**src/rtl/ex_operand_stage.sv**
```systemverilog
// ID/EX operand stage: captures decoded instructions, resolves operands through forwarding and
// stalls on load-use hazards. Define EX_FWD_WB_EN to forward from WB; otherwise a WB match stalls.
module ex_operand_stage #(
  parameter int unsigned XLEN = 32
) (
  input  logic            clk,
  input  logic            rst,
  input  logic            id_valid,
  output logic            id_ready,
  input  logic [4:0]      id_rs1_addr,
  input  logic [4:0]      id_rs2_addr,
  input  logic [XLEN-1:0] id_rs1_data,
  input  logic [XLEN-1:0] id_rs2_data,
  input  logic [XLEN-1:0] id_imm,
  input  logic            id_use_imm,
  input  logic [2:0]      id_alu_op,
  input  logic [4:0]      id_rd_addr,
  input  logic            id_rd_we,
  input  logic            id_is_load,
  input  logic [XLEN-1:0] fwd_ex_data,
  input  logic [4:0]      fwd_mem_rd,
  input  logic            fwd_mem_we,
  input  logic [XLEN-1:0] fwd_mem_data,
  input  logic [4:0]      fwd_wb_rd,
  input  logic            fwd_wb_we,
  input  logic [XLEN-1:0] fwd_wb_data,
  input  logic            flush,
  output logic            ex_valid,
  input  logic            ex_ready,
  output logic [XLEN-1:0] operand_a,
  output logic [XLEN-1:0] operand_b,
  output logic [2:0]      alu_op,
  output logic [4:0]      ex_rd_addr,
  output logic            ex_rd_we,
  output logic            ex_is_load
);

  typedef enum logic {S_EMPTY = 1'b0, S_FULL = 1'b1} state_t;

  state_t          r_state;
  state_t          w_state_nxt;
  logic [XLEN-1:0] r_op_a;
  logic [XLEN-1:0] r_op_b;
  logic [2:0]      r_alu_op;
  logic [4:0]      r_rd;
  logic            r_rd_we;
  logic            r_is_load;

  logic            w_adv;
  logic            w_cap;
  logic            w_hazard;
  logic            w_ld_hz;
  logic            w_wb_hz;
  logic            w_ex_fwd_ok;
  logic            w_a_ex, w_a_mem, w_a_wb;
  logic            w_b_ex, w_b_mem, w_b_wb;
  logic [XLEN-1:0] w_op_a;
  logic [XLEN-1:0] w_rs2_val;
  logic [XLEN-1:0] w_op_b;

  assign w_adv = (r_state == S_EMPTY) | ex_ready;
  assign w_cap = w_adv & id_valid & !w_hazard & !flush;

  // Source match flags per forwarding path; a held load never forwards from EX.
  assign w_ex_fwd_ok = (r_state == S_FULL) & r_rd_we & !r_is_load;
  assign w_a_ex  = w_ex_fwd_ok & (r_rd == id_rs1_addr);
  assign w_a_mem = fwd_mem_we & (fwd_mem_rd == id_rs1_addr);
  assign w_a_wb  = fwd_wb_we & (fwd_wb_rd == id_rs1_addr);
  assign w_b_ex  = w_ex_fwd_ok & (r_rd == id_rs2_addr);
  assign w_b_mem = fwd_mem_we & (fwd_mem_rd == id_rs2_addr);
  assign w_b_wb  = fwd_wb_we & (fwd_wb_rd == id_rs2_addr);

  assign w_ld_hz = (r_state == S_FULL) & r_is_load & r_rd_we & (r_rd != 5'd0) &
                   ((r_rd == id_rs1_addr) | (!id_use_imm & (r_rd == id_rs2_addr)));

`ifdef EX_FWD_WB_EN
  assign w_wb_hz = 1'b0;
`else
  // A source that only WB could supply waits one cycle for the register file write.
  logic w_unused_wb;
  assign w_unused_wb = ^fwd_wb_data;
  assign w_wb_hz = ((id_rs1_addr != 5'd0) & w_a_wb & !w_a_ex & !w_a_mem) |
                   (!id_use_imm & (id_rs2_addr != 5'd0) & w_b_wb & !w_b_ex & !w_b_mem);
`endif

  assign w_hazard = w_ld_hz | w_wb_hz;

  always_comb begin
    w_op_a = id_rs1_data;
    if (id_rs1_addr == 5'd0)  w_op_a = '0;
    else if (w_a_ex)          w_op_a = fwd_ex_data;
    else if (w_a_mem)         w_op_a = fwd_mem_data;
`ifdef EX_FWD_WB_EN
    else if (w_a_wb)          w_op_a = fwd_wb_data;
`endif
  end

  always_comb begin
    w_rs2_val = id_rs2_data;
    if (id_rs2_addr == 5'd0)  w_rs2_val = '0;
    else if (w_b_ex)          w_rs2_val = fwd_ex_data;
    else if (w_b_mem)         w_rs2_val = fwd_mem_data;
`ifdef EX_FWD_WB_EN
    else if (w_b_wb)          w_rs2_val = fwd_wb_data;
`endif
  end

  assign w_op_b = id_use_imm ? id_imm : w_rs2_val;

  // State register
  always_ff @(posedge clk) begin
    if (rst) r_state <= S_EMPTY;
    else     r_state <= w_state_nxt;
  end

  // Next state: flush empties regardless of downstream, otherwise capture or bubble when advancing
  always_comb begin
    w_state_nxt = r_state;
    if (flush)      w_state_nxt = S_EMPTY;
    else if (w_cap) w_state_nxt = S_FULL;
    else if (w_adv) w_state_nxt = S_EMPTY;
  end

  // Output decode
  always_comb begin
    ex_valid = (r_state == S_FULL);
    id_ready = w_adv & !w_hazard & !flush;
  end

  // Payload registers update only on capture so a stall or bubble leaves them untouched
  always_ff @(posedge clk) begin
    if (rst) begin
      r_op_a    <= '0;
      r_op_b    <= '0;
      r_alu_op  <= 3'd0;
      r_rd      <= 5'd0;
      r_rd_we   <= 1'b0;
      r_is_load <= 1'b0;
    end else if (w_cap) begin
      r_op_a    <= w_op_a;
      r_op_b    <= w_op_b;
      r_alu_op  <= id_alu_op;
      r_rd      <= id_rd_addr;
      r_rd_we   <= id_rd_we;
      r_is_load <= id_is_load;
    end
  end

  assign operand_a  = r_op_a;
  assign operand_b  = r_op_b;
  assign alu_op     = r_alu_op;
  assign ex_rd_addr = r_rd;
  assign ex_rd_we   = r_rd_we;
  assign ex_is_load = r_is_load;

endmodule

```
**config.mk**
```make
export PLATFORM = sky130hd
export DESIGN_NAME = ex_operand_stage
export DESIGN_NICKNAME = d
export VERILOG_FILES = /design/src/rtl/ex_operand_stage.sv
export SDC_FILE = /design/constraint.sdc
export NUM_CORES = 1
export LEC_CHECK = 0
export BUFFER_PORTS_ARGS = -buffer_cell sky130_fd_sc_hd__buf_4
export CORE_AREA = 3 3 119 121
export CTS_CLUSTER_DIAMETER = 150
export DETAILED_ROUTE_END_ITERATION = 7
export DIE_AREA = 0 0 122 124
export GPL_ROUTABILITY_DRIVEN = 0
export MAX_ROUTING_LAYER = met4
export PLACE_DENSITY_LB_ADDON = 0.08
export SYNTH_ARGS = -nofsm -noshare
export SYNTH_HDL_FRONTEND = slang
export SYNTH_SLANG_ARGS = --single-unit
```
**constraint.sdc**
```tcl
create_clock -name clk -period 2.5 [get_ports clk]
set_clock_uncertainty 0.2 [all_clocks]
set_input_delay 0.125 -clock clk [delete_from_list [all_inputs] [get_ports clk]]
set_output_delay 0.125 -clock clk [all_outputs]
set_load 0.05 [all_outputs]
```
==> qor.csv, run 1 <==
stage,metric,value,unit
place,place_area,6960,sq um
critical_path,crit_type,reg -> out,
run,drv_cap,0,
timing,hold_viol_final,1,
critical_path,r2r_slack,0.05,ns
die,die-area,15100,sq um
grt,antenna_found_initial,0,
timing,setup_tns,-0.0575,ns
clock_tree,clock-sinks,75,
power,pwr-share-seq,0.323,
grt,grt_usage,0.274,
power,peakVddDrop,0.000338,V
critical_path,reg2reg_depth,8,
clock_tree,cts.clk_slew.worst_paths,0.06,ns
power,switching_share,0.309,
die,die_y,124,um
timing,tightest_slew,0.608,ns
critical_path,rr_endpoint,operand_b[18],
layout,finalNetCount,1142,
die,initial_core_util,0.354,
timing,setup_viol,1,
grt,grt_pass1_vias,5949,
layout,diodes,0,
clock_tree,h-tree-depth,3,
critical_path,startpoint_type,flip-flop,
clock_tree,cts_root_buf,clkbuf_16,
run_status,violations,"hold timing, setup timing",
critical_path,cp-endpoint,id_ready,
logic_synthesis,syn_avg_cell_area,7.85,sq um
power,p_clk_frac,0.374,
critical_path,cp-startpoint,ex_rd_addr[0],
die,die_w,122,um
logic_synthesis,syn_nets,824,
die,pin_count,306,
layout,multi_input_area,3010,sq um
logic_synthesis,synth.cell_area,4660,sq um
timing,fin_ws,-0.0575,ns
power,p_per_area,501,nW/um^2
timing,rsz0062_at_grt,true,
critical_path,worst-endpoint-arrival,2.23,ns
layout,fill_cells,1172,
detailed_routing,via_per_inst,5.64,
timing,min_period,2.56,ns
grt,grt-ovfl-total,0,
layout,area_growth_syn_to_layout,74.4,%
critical_path,end_kind,output port,
detailed_routing,drtAntennaViolNets,0,
layout,final_cell_area,8130,sq um
detailed_routing,finalWirelength,22400,um
power,p_comb_frac,0.303,
detailed_routing,drt-initial-drc-count,484,
critical_path,reg2reg_from,ex_rd_addr[0],
layout,ff_latch_area,1510,sq um
timing,max_freq,391,MHz
place,io_buffer_count,273,
logic_synthesis,ys_seq_elements,75,
clock_tree,cts_tree,done,
place,hpwl,14300,um
die,core,13200,sq um
power,p_int,2820,uW
layout,drive_gt1_frac,0.379,
detailed_routing,dr_total_vias,6168,
logic_synthesis,ys_types,36,
power,power_switching,1260,uW
critical_path,cp_max_fo,5,
detailed_routing,wire_per_inst,20.5,um
timing,final_max_slew_viol_count,0,
min_path,hold_path.class,in -> reg,
logic_synthesis,syn-instance-count,594,
clock_tree,clk_path_buf_depth,2,
logic_synthesis,yosys_warnings,0,
detailed_routing,drtPass1Iterations,4,
clock_tree,clk_latency,0.33,ns
run_status,outcome,"finished, violations left",
min_path,min_path_cells,4,
timing,period_share,1.02,
power,p_leak,0.00343,uW
clock_tree,cts_inserted_buffers,9,
grt,grt_max_degree,65,
logic_synthesis,yosysSeqAreaShare,0.322,
die,core.rowCount,42,
timing,relSlewSlack,0.595,
critical_path,required,2.17,ns
grt,grt_pass1_wl,31500,um
timing,hold_ws,-0.00198,ns
detailed_routing,drc,0,
metal layers:
| layer | wire length [um] | global-route usage |
|---|---|---|
| met1 | 8920 | 0.323 |
| met3 | 1950 | 0.0563 |
| met2 | 11000 | 0.471 |
| met4 | 582 | 0.0903 |
| met5 | 0 | - |
power by group through the flow:
| stage | clock (uW) | combinational (uW) | sequential (uW) |
|---|---|---|---|
| 2_1_floorplan | 0 | 350 | 1590 |
| 3_3_place_gp | 0 | 1110 | 1340 |
| 3_5_place_dp | 0 | 1120 | 1340 |
| 4_1_cts | 1540 | 1200 | 1320 |
| 5_1_grt | 1590 | 1300 | 1320 |
| 6_report | 1530 | 1230 | 1320 |
cells in the mapped netlist:
library cell,n,area (sq um)
o21ai_0,42,210
a22o_1,32,280
nor4_2,1,12.5
or4_1,3,22.5
a21oi_1,76,380
xor2_1,14,123
clkbuf_1,41,154
and2_1,1,6.26
nand3_1,76,380
buf_2,16,80.1
o32a_1,2,20.0
a311oi_1,32,280
nor3_1,3,15.0
o2111ai_1,1,8.76
dfxtp_1,75,1500
nor2b_1,1,6.26
o32ai_2,1,16.3
xnor2_1,16,140
inv_1,1,3.75
buf_4,1,7.51
o31a_1,1,8.76
buf_1,2,7.51
nor2_1,37,139
mux2i_1,32,320
o31ai_1,1,7.51
or4_4,2,22.5
a21oi_4,1,16.3
nor3b_1,1,7.51
nand2_1,36,135
and3_1,1,6.26
buf_6,4,45.0
nor4_1,5,31.3
nand4_1,2,12.5
o211ai_1,32,240
nand4b_1,1,8.76
or2_2,1,6.26
critical path, stage by stage, from the launching register on:
cell and delay [ns]:
dfxtp_4 0.37, or4_4 0.53, o2111ai_4 0.24, o32ai_4 0.15, buf_6 0.15, nor4_4 0.25, buf_6 0.20
cell families (layout without fill, tap and decap cells):
logic type	count (synthesis)	in the layout	share of synthesized area
multiplexers	32	32	0.0687
XOR/XNOR	30	30	0.0563
AND/OR/NAND/NOR	171	172	0.174
flip-flops	75	75	0.322
buffers and inverters	65	387	0.0639
AO/OA/AOI/OAI	221	221	0.315
worst min-delay path by stage:
stage	startpoint	end	slack [ns]
after floorplan	flush	ex_valid	0.004
after global placement	flush	ex_valid	0.13
after detailed placement	flush	ex_valid	0.14
after CTS	fwd_ex_data[14]	operand_a[14]	0.0002
after global routing	fwd_ex_data[0]	operand_a[0]	0.005
final	fwd_ex_data[17]	operand_a[17]	-0.002
state kept, by name, indices dropped and copies added (netlist names):
| signal | flops |
|---|---|
| operand_b | 32 |
| alu_op | 3 |
| operand_a | 32 |
| ex_rd_we | 1 |
| ex_rd_addr | 5 |
| ex_valid | 1 |
| ex_is_load | 1 |
layout make-up:
class / instances / share of cell area
repair buffers: 370 / 0.374
multi-input cells: 455 / 0.370
flip-flops and latches: 75 / 0.186
clock buffers: 11 / 0.0298
well taps: 176 / 0.0271
clock inverters: 5 / 0.0123
inverters: 1 / 0.000462
timing repair:
action / 4_1_cts / 5_1_grt
endpoints found under the setup margin: 33 / 66
pin swaps: 17 / 11
hold buffers: 62 / 0
buffers inserted: 4 / 4
cloned: 0 / 2
resized for setup: 5 / 14
hold endpoints to repair: 60 / 0
metrics by stage:
stage                     cells  setup WS [ns]  utilization  power [uW]  hold WS [ns]
final                      1093        -0.0575        0.617        4080      -0.00198
after CTS                  1087        -0.0916        0.605        4060      0.000206
after global routing       1093         -0.110        0.617        4210       0.00489
after detailed placement   1005         -0.137        0.528        2460         0.137
after global placement     1005        -0.0579        0.528        2450         0.131
after floorplan             594         0.0162            -        1940       0.00431
cells in the final DEF, fill, tap and decap left out, types with 2 or more instances in the layout:
master,n
or4_4,4
nor4_4,3
clkbuf_16,10
dfxtp_1,70
dfxtp_4,2
a22o_1,32
nor4_1,2
o21ai_0,42
nand4_1,2
bufinv_16,3
nor3_1,3
o211ai_1,32
nand3_1,75
xnor2_1,16
a21oi_1,75
buf_6,5
a21oi_4,2
mux2i_1,32
nand2_1,36
xor2_1,14
dlygate4sd3_1,62
clkinv_2,2
a311oi_1,32
buf_4,296
nor2_1,36
nor2_4,2
dfxtp_2,3
buf_12,6
Power figures use the tool's default switching activity.
==> run 2, diff against run 1 <==
--- a/config.mk
+++ b/config.mk
@@ -5,11 +5,12 @@
 export SDC_FILE = /design/constraint.sdc
 export NUM_CORES = 1
 export LEC_CHECK = 0
+export ABC_AREA = 1
 export BUFFER_PORTS_ARGS = -buffer_cell sky130_fd_sc_hd__buf_4
-export CORE_AREA = 3 3 119 121
+export CORE_MARGIN = 3
+export CORE_UTILIZATION = 40
 export CTS_CLUSTER_DIAMETER = 150
 export DETAILED_ROUTE_END_ITERATION = 7
-export DIE_AREA = 0 0 122 124
 export GPL_ROUTABILITY_DRIVEN = 0
 export MAX_ROUTING_LAYER = met4
 export PLACE_DENSITY_LB_ADDON = 0.08
==> run 2 against run 1 <==
- highest routed layer unchanged
- final area up 11%
- total power rose by 3.2%
- routed wire length increased by 9.3%
- worst hold slack better by 0.021 ns
- the flow now finishes without violations
- synthesized cell count rose by 88%
- register-to-register slack better by 0.24 ns
- die area grew 8.9%
- non-clock buffer count decreased by 21
==> qor.csv, run 2 <==
stage,metric,value,unit
run_status,outcome,completed,
timing,hold_viol_final,0,
power,p_int,2750,uW
grt,grt_pass1_vias,7203,
critical_path,startpoint_type,flip-flop,
layout,multi_input_area,3610,sq um
detailed_routing,drc,0,
layout,final_common_cell,nand2_1,
critical_path,required,2.17,ns
logic_synthesis,yosysSeqAreaShare,0.251,
detailed_routing,top_layer,met4,
grt,antenna_found_initial,0,
logic_synthesis,synth_common_cells,"382 x nand2_1, 188 x nand3_1, 151 x inv_1",
detailed_routing,wl_met2,11200,um
timing,rsz0062_at_grt,false,
power,p_per_area,465,nW/um^2
power,peakVddDrop,0.000328,V
power,pwr-share-seq,0.319,
logic_synthesis,synth_area_leaders,"dfxtp_1 25%, nand2_1 24%, nand3_1 16%, inv_1 9.5%, nor2_1 9.2%",
logic_synthesis,yosysMostFrequentCell,nand2_1,
detailed_routing,dr_total_vias,7765,
clock_tree,cts_inserted_buffers,9,
clock_tree,cts_tree,done,
logic_synthesis,syn_nets,1347,
clock_tree,clock-sinks,75,
detailed_routing,route.met3.wl,2240,um
place,io_buffer_count,273,
logic_synthesis,syn_avg_cell_area,5.36,sq um
die,die_y,128,um
logic_synthesis,yosys-mux-area-fraction,0,
detailed_routing,drtPass1Iterations,5,
logic_synthesis,ys_types,28,
detailed_routing,finalWirelength,24500,um
die,core,14600,sq um
power,p_comb_frac,0.351,
layout,area_growth_syn_to_layout,51.2,%
layout,finalNetCount,1638,
die,initial_core_util,0.410,
logic_synthesis,synth_edf_count,0,
timing,setup_viol,0,
power,p_total,4210,uW
timing,setup_tns,0,ns
critical_path,crit_type,reg -> out,
timing,fin_ws,0.197,ns
detailed_routing,via_per_inst,4.86,
detailed_routing,wire_per_inst,15.3,um
layout,fill_cells,1481,
timing,min_period,2.30,ns
clock_tree,clk_latency,0.34,ns
layout,final_util,0.621,
clock_tree,cts_root_buf,clkbuf_16,
power,power_switching,1460,uW
die,die-area,16500,sq um
detailed_routing,drt-initial-drc-count,593,
logic_synthesis,synthAdderAreaFrac,0,
clock_tree,h-tree-depth,3,
logic_synthesis,synth_compound_area_frac,0.0155,
detailed_routing,wl_met1,10400,um
critical_path,end_kind,output port,
run,drv_cap,0,
layout,mostFrequentLayoutCells,"382 x nand2_1, 296 x buf_4, 186 x nand3_1",
clock_tree,cts.clk_slew.worst_paths,0.05,ns
die,core.rowCount,44,
logic_synthesis,synth_top_area_frac,0.251,
logic_synthesis,synth_top_family_by_area,simple AND/OR/NAND/NOR gates,
logic_synthesis,synth_top_cell_by_area,dfxtp_1,
timing,tightest_slew,0.727,ns
min_path,hold_path.class,in -> reg,
logic_synthesis,synthArstFlopShare,0,
power,switching_share,0.347,
critical_path,cp_max_fo,29,
timing,relSlewSlack,0.515,
critical_path,worst-endpoint-arrival,1.98,ns
logic_synthesis,yosys_warnings,0,
timing,period_share,0.921,
power,p_clk_frac,0.331,
layout,drive_gt1_frac,0.246,
layout,ff_latch_area,1510,sq um
detailed_routing,drtAntennaViolNets,0,
timing,final_max_slew_viol_count,0,
logic_synthesis,ys_seq_elements,75,
clock_tree,clk_path_buf_depth,2,
die,pin_count,306,
logic_synthesis,yosys.area_share.simple,0.570,
grt,grt_max_degree,78,
layout,diodes,0,
power,p_leak,0.00515,uW
place,hpwl,17400,um
grt,grt_usage,0.296,
place,pre_cts_ws,0.272,ns
timing,max_freq,434,MHz
grt,grt-ovfl-total,0,
logic_synthesis,syn-instance-count,1117,
logic_synthesis,synth-xor-area-share,0.00731,
logic_synthesis,synth_top_flop_cell,dfxtp_1,
logic_synthesis,synth.cell_area,5990,sq um
grt,grt_pass1_wl,37200,um
die,die_w,128,um
[run 2: cell types whose count changed after synthesis, moves of 36 or more]
cell / previous run / this run
o21ai_0: 42 / 6
a21oi_1: 76 / 3
inv_1: 1 / 151
nor2_1: 37 / 146
nand2_1: 36 / 382
nand3_1: 76 / 188
[run 2: path summary, 6_finish.rpt]
check             slack [ns]       endpoint  depth (start not counted)             from
setup / recovery        0.20       id_ready                         10    ex_rd_addr[1]
hold / removal          0.02   operand_a[7]                          5  fwd_mem_data[7]
setup reg to reg        0.29  operand_b[27]                         12    ex_rd_addr[1]
hold reg to reg         0.31  operand_a[22]                          4    operand_a[22]
[run 2: repair_timing]
item | 4_1_cts | 5_1_grt
endpoints found under the hold margin | 45 | 0
gates cloned | 0 | 0
hold buffers | 48 | 0
pin swaps | 0 | 1
setup endpoints to repair | 1 | 3
gates resized for setup | 2 | 7
setup buffers | 0 | 2
[run 2: power by group through the flow]
stage               registers [uW]  clock network [uW]  logic [uW]
floorplan                     1670                   0         518
global placement              1360                   0        1400
detailed placement            1360                   0        1400
CTS                           1340                1430        1470
global route                  1350                1470        1600
finish                        1340                1390        1480
[run 2: layout make-up]
type,count,share of cell area
tap,184,0.0254
timing repair buffer,349,0.310
multi-input combinational,813,0.399
clock inverter,2,0.00663
clock buffer,14,0.0269
sequential,75,0.166
inverter,160,0.0663
[run 2: kinds of logic (layout without fill, tap and decap cells)]
group	count (synthesis)	count (layout)
AND/OR/NAND/NOR	792	792
buffers and inverters	229	525
AO/OA/AOI/OAI	16	16
flip-flops	75	75
XOR/XNOR	5	5
[run 2: worst max-delay path: stages, from the launching register on]
cell	delay, ns
dfxtp_1	0.39
inv_1	0.09
nand2_1	0.06
nand2_1	0.05
nor2_1	0.12
nand4_1	0.19
nand3_2	0.16
buf_12	0.19
nand2_1	0.10
nor2_4	0.08
buf_4	0.20
[run 2: layer usage]
| layer | GRT usage | vias up |
|---|---|---|
| met1 | 0.381 | 3394 |
| met4 | 0.101 | 0 |
| met5 | - | - |
| li1 | - | 3999 |
| met2 | 0.463 | 330 |
| met3 | 0.0585 | 42 |
[run 2: stage by stage]
stage | hold WS, ns | instance area [sq um] | instances
2_1_floorplan | 0.0598 | 6000 | 1117
3_3_place_gp | 0.149 | 8220 | 1531
3_5_place_dp | 0.156 | 8220 | 1531
4_1_cts | 0.00262 | 9020 | 1595
5_1_grt | 0.0464 | 9050 | 1597
6_report | 0.0190 | 9050 | 1597
==> run 3, diff against run 2 <==
--- a/config.mk
+++ b/config.mk
@@ -5,13 +5,13 @@
 export SDC_FILE = /design/constraint.sdc
 export NUM_CORES = 1
 export LEC_CHECK = 0
-export ABC_AREA = 1
 export BUFFER_PORTS_ARGS = -buffer_cell sky130_fd_sc_hd__buf_4
-export CORE_MARGIN = 3
-export CORE_UTILIZATION = 40
+export CORE_AREA = 3 3 119 121
 export CTS_CLUSTER_DIAMETER = 150
 export DETAILED_ROUTE_END_ITERATION = 7
+export DIE_AREA = 0 0 122 124
 export GPL_ROUTABILITY_DRIVEN = 0
+export GPL_TIMING_DRIVEN = 0
 export MAX_ROUTING_LAYER = met4
 export PLACE_DENSITY_LB_ADDON = 0.08
 export SYNTH_ARGS = -nofsm -noshare
==> run 3 against run 2 <==
- the run now ends with setup timing left
- maximum frequency fell by 12%
- critical path depth fell by 4
- final area fell by 9.6%
- worst hold slack got worse by 0.012 ns
- critical endpoint unchanged
==> qor.csv, run 3 (synthesis gave the netlist of run 1 again) <==
stage,metric,value,unit
run_status,outcome,"finished, violations left",
critical_path,reg2reg_depth,11,
detailed_routing,dr_total_vias,6341,
clock_tree,cts.clk_slew.worst_paths,0.06,ns
detailed_routing,finalWirelength,22500,um
critical_path,cp_max_fo,3,
timing,setup_tns,-1.62,ns
detailed_routing,via_per_inst,5.60,
power,peakVddDrop,0.000260,V
layout,final_util,0.620,
detailed_routing,wire_per_inst,19.9,um
timing,relSlewSlack,0.505,
timing,min_period,2.60,ns
layout,drive_gt1_frac,0.370,
critical_path,r2r_slack,-0.07,ns
layout,mostFrequentLayoutCells,"284 x buf_4, 75 x nand3_1, 75 x a21oi_1",
power,pwr-share-seq,0.340,
clock_tree,clock-sinks,75,
grt,antenna_found_initial,0,
timing,period_share,1.04,
detailed_routing,drc,0,
timing,rsz0062_at_grt,true,
min_path,hold_path.class,in -> reg,
clock_tree,cts_tree,done,
die,initial_core_util,0.354,
power,p_per_area,473,nW/um^2
grt,grt_usage,0.289,
layout,final_common_cell,buf_4,
timing,fin_ws,-0.103,ns
power,p_int,2600,uW
die,core,13200,sq um
critical_path,startpoint_type,flip-flop,
timing,tightest_slew,0.743,ns
detailed_routing,drtPass1Iterations,5,
place,io_buffer_count,271,
layout,finalNetCount,1182,
die,pin_count,306,
grt,grt-ovfl-total,0,
clock_tree,clk_path_buf_depth,2,
power,switching_share,0.327,
grt,grt_pass1_vias,6168,
timing,hold_viol_final,0,
power,p_comb_frac,0.323,
clock_tree,cts_inserted_buffers,9,
critical_path,end_kind,output port,
die,die-area,15100,sq um
min_path,min-delay-start,id_rs1_data[4],
min_path,min_path_cells,4,
critical_path,required,2.17,ns
min_path,hold_path_end,operand_a[4],
grt,grt_pass1_wl,32900,um
layout,area_growth_syn_to_layout,75.5,%
power,p_clk_frac,0.337,
clock_tree,h-tree-depth,3,
power,power_switching,1260,uW
run,drv_cap,0,
timing,setup_viol,31,
grt,grt_max_degree,13,
clock_tree,cts_root_buf,clkbuf_16,
critical_path,crit_type,reg -> out,
layout,diodes,0,
critical_path,rr_endpoint,operand_a[27],
detailed_routing,drt-initial-drc-count,563,
timing,hold_ws,0.00717,ns
critical_path,reg2reg_from,ex_rd_addr[3],
critical_path,worst-endpoint-arrival,2.28,ns
detailed_routing,drtAntennaViolNets,0,
timing,max_freq,384,MHz
die,die_w,122,um
die,core.rowCount,42,
place,hpwl,16200,um
clock_tree,clk_latency,0.34,ns
run_status,violations,setup timing,
timing,final_max_slew_viol_count,0,
power,p_leak,0.00344,uW
die,die_y,124,um
## run 3: worst max path at each step
stage	slack, ns	from	cells after the start	endpoint
after floorplan	0.02	ex_rd_addr[0]	5	id_ready
after global routing	-0.19	ex_rd_addr[0]	7	id_ready
final	-0.10	ex_rd_addr[3]	6	id_ready
after CTS	-0.13	ex_rd_addr[3]	6	id_ready
after global placement	-0.44	fwd_mem_rd[0]	9	operand_a[28]
after detailed placement	-0.45	id_rs1_addr[0]	9	operand_a[28]
## run 3: power by group through the flow
stage	logic, uW	clock network, uW	registers [uW]
finish	1250	1300	1320
global placement	1100	0	1340
detailed placement	1110	0	1340
CTS	1210	1310	1320
global route	1320	1360	1320
floorplan	350	0	1590
## run 3: worst max-delay path, cell delays in order (launching register included)
cell       delay (ns)
dfxtp_4          0.34
or4_4            0.55
o2111ai_4        0.25
o32ai_4          0.15
clkbuf_8         0.17
nor4_4           0.28
buf_6            0.20
## run 3: final cells by class
type                    instances  area [sq um]
plain buffers                  62           340
clock buffers                  14           284
clock inverters                 1          7.51
fillers                      1180          5010
inverters                       1          3.75
multi-input cells             454          3020
flip-flops and latches         75          1520
well taps                     176           220
repair buffers                349          2790
## run 3: routing by layer
metal / up-vias / share of wire / global-route usage
met3: 57 / 0.086 / 0.0472
met2: 369 / 0.48 / 0.458
li1: 2961 / - / -
met4: 0 / 0.031 / 0.124
met1: 2954 / 0.41 / 0.368
met5: - / 0 / -
## run 3: repair_timing
| item | CTS | global route |
|---|---|---|
| setup endpoints to repair | 63 | 73 |
| hold buffers | 68 | 0 |
| resized for setup | 18 | 39 |
| buffers inserted | 7 | 3 |
| hold endpoints to repair | 66 | 0 |
| pin swaps | 4 | 9 |
| cloned | 0 | 0 |
## run 3: through the flow
step           instances  setup slack (ns)  cell area (sq um)  power (uW)
6_report            1132            -0.103               8180        3870
2_1_floorplan        594            0.0162               4700        1940
3_3_place_gp        1041            -0.443               6960        2440
4_1_cts             1130            -0.130               8050        3840
5_1_grt             1132            -0.189               8180        4010
3_5_place_dp        1041            -0.451               6960        2450
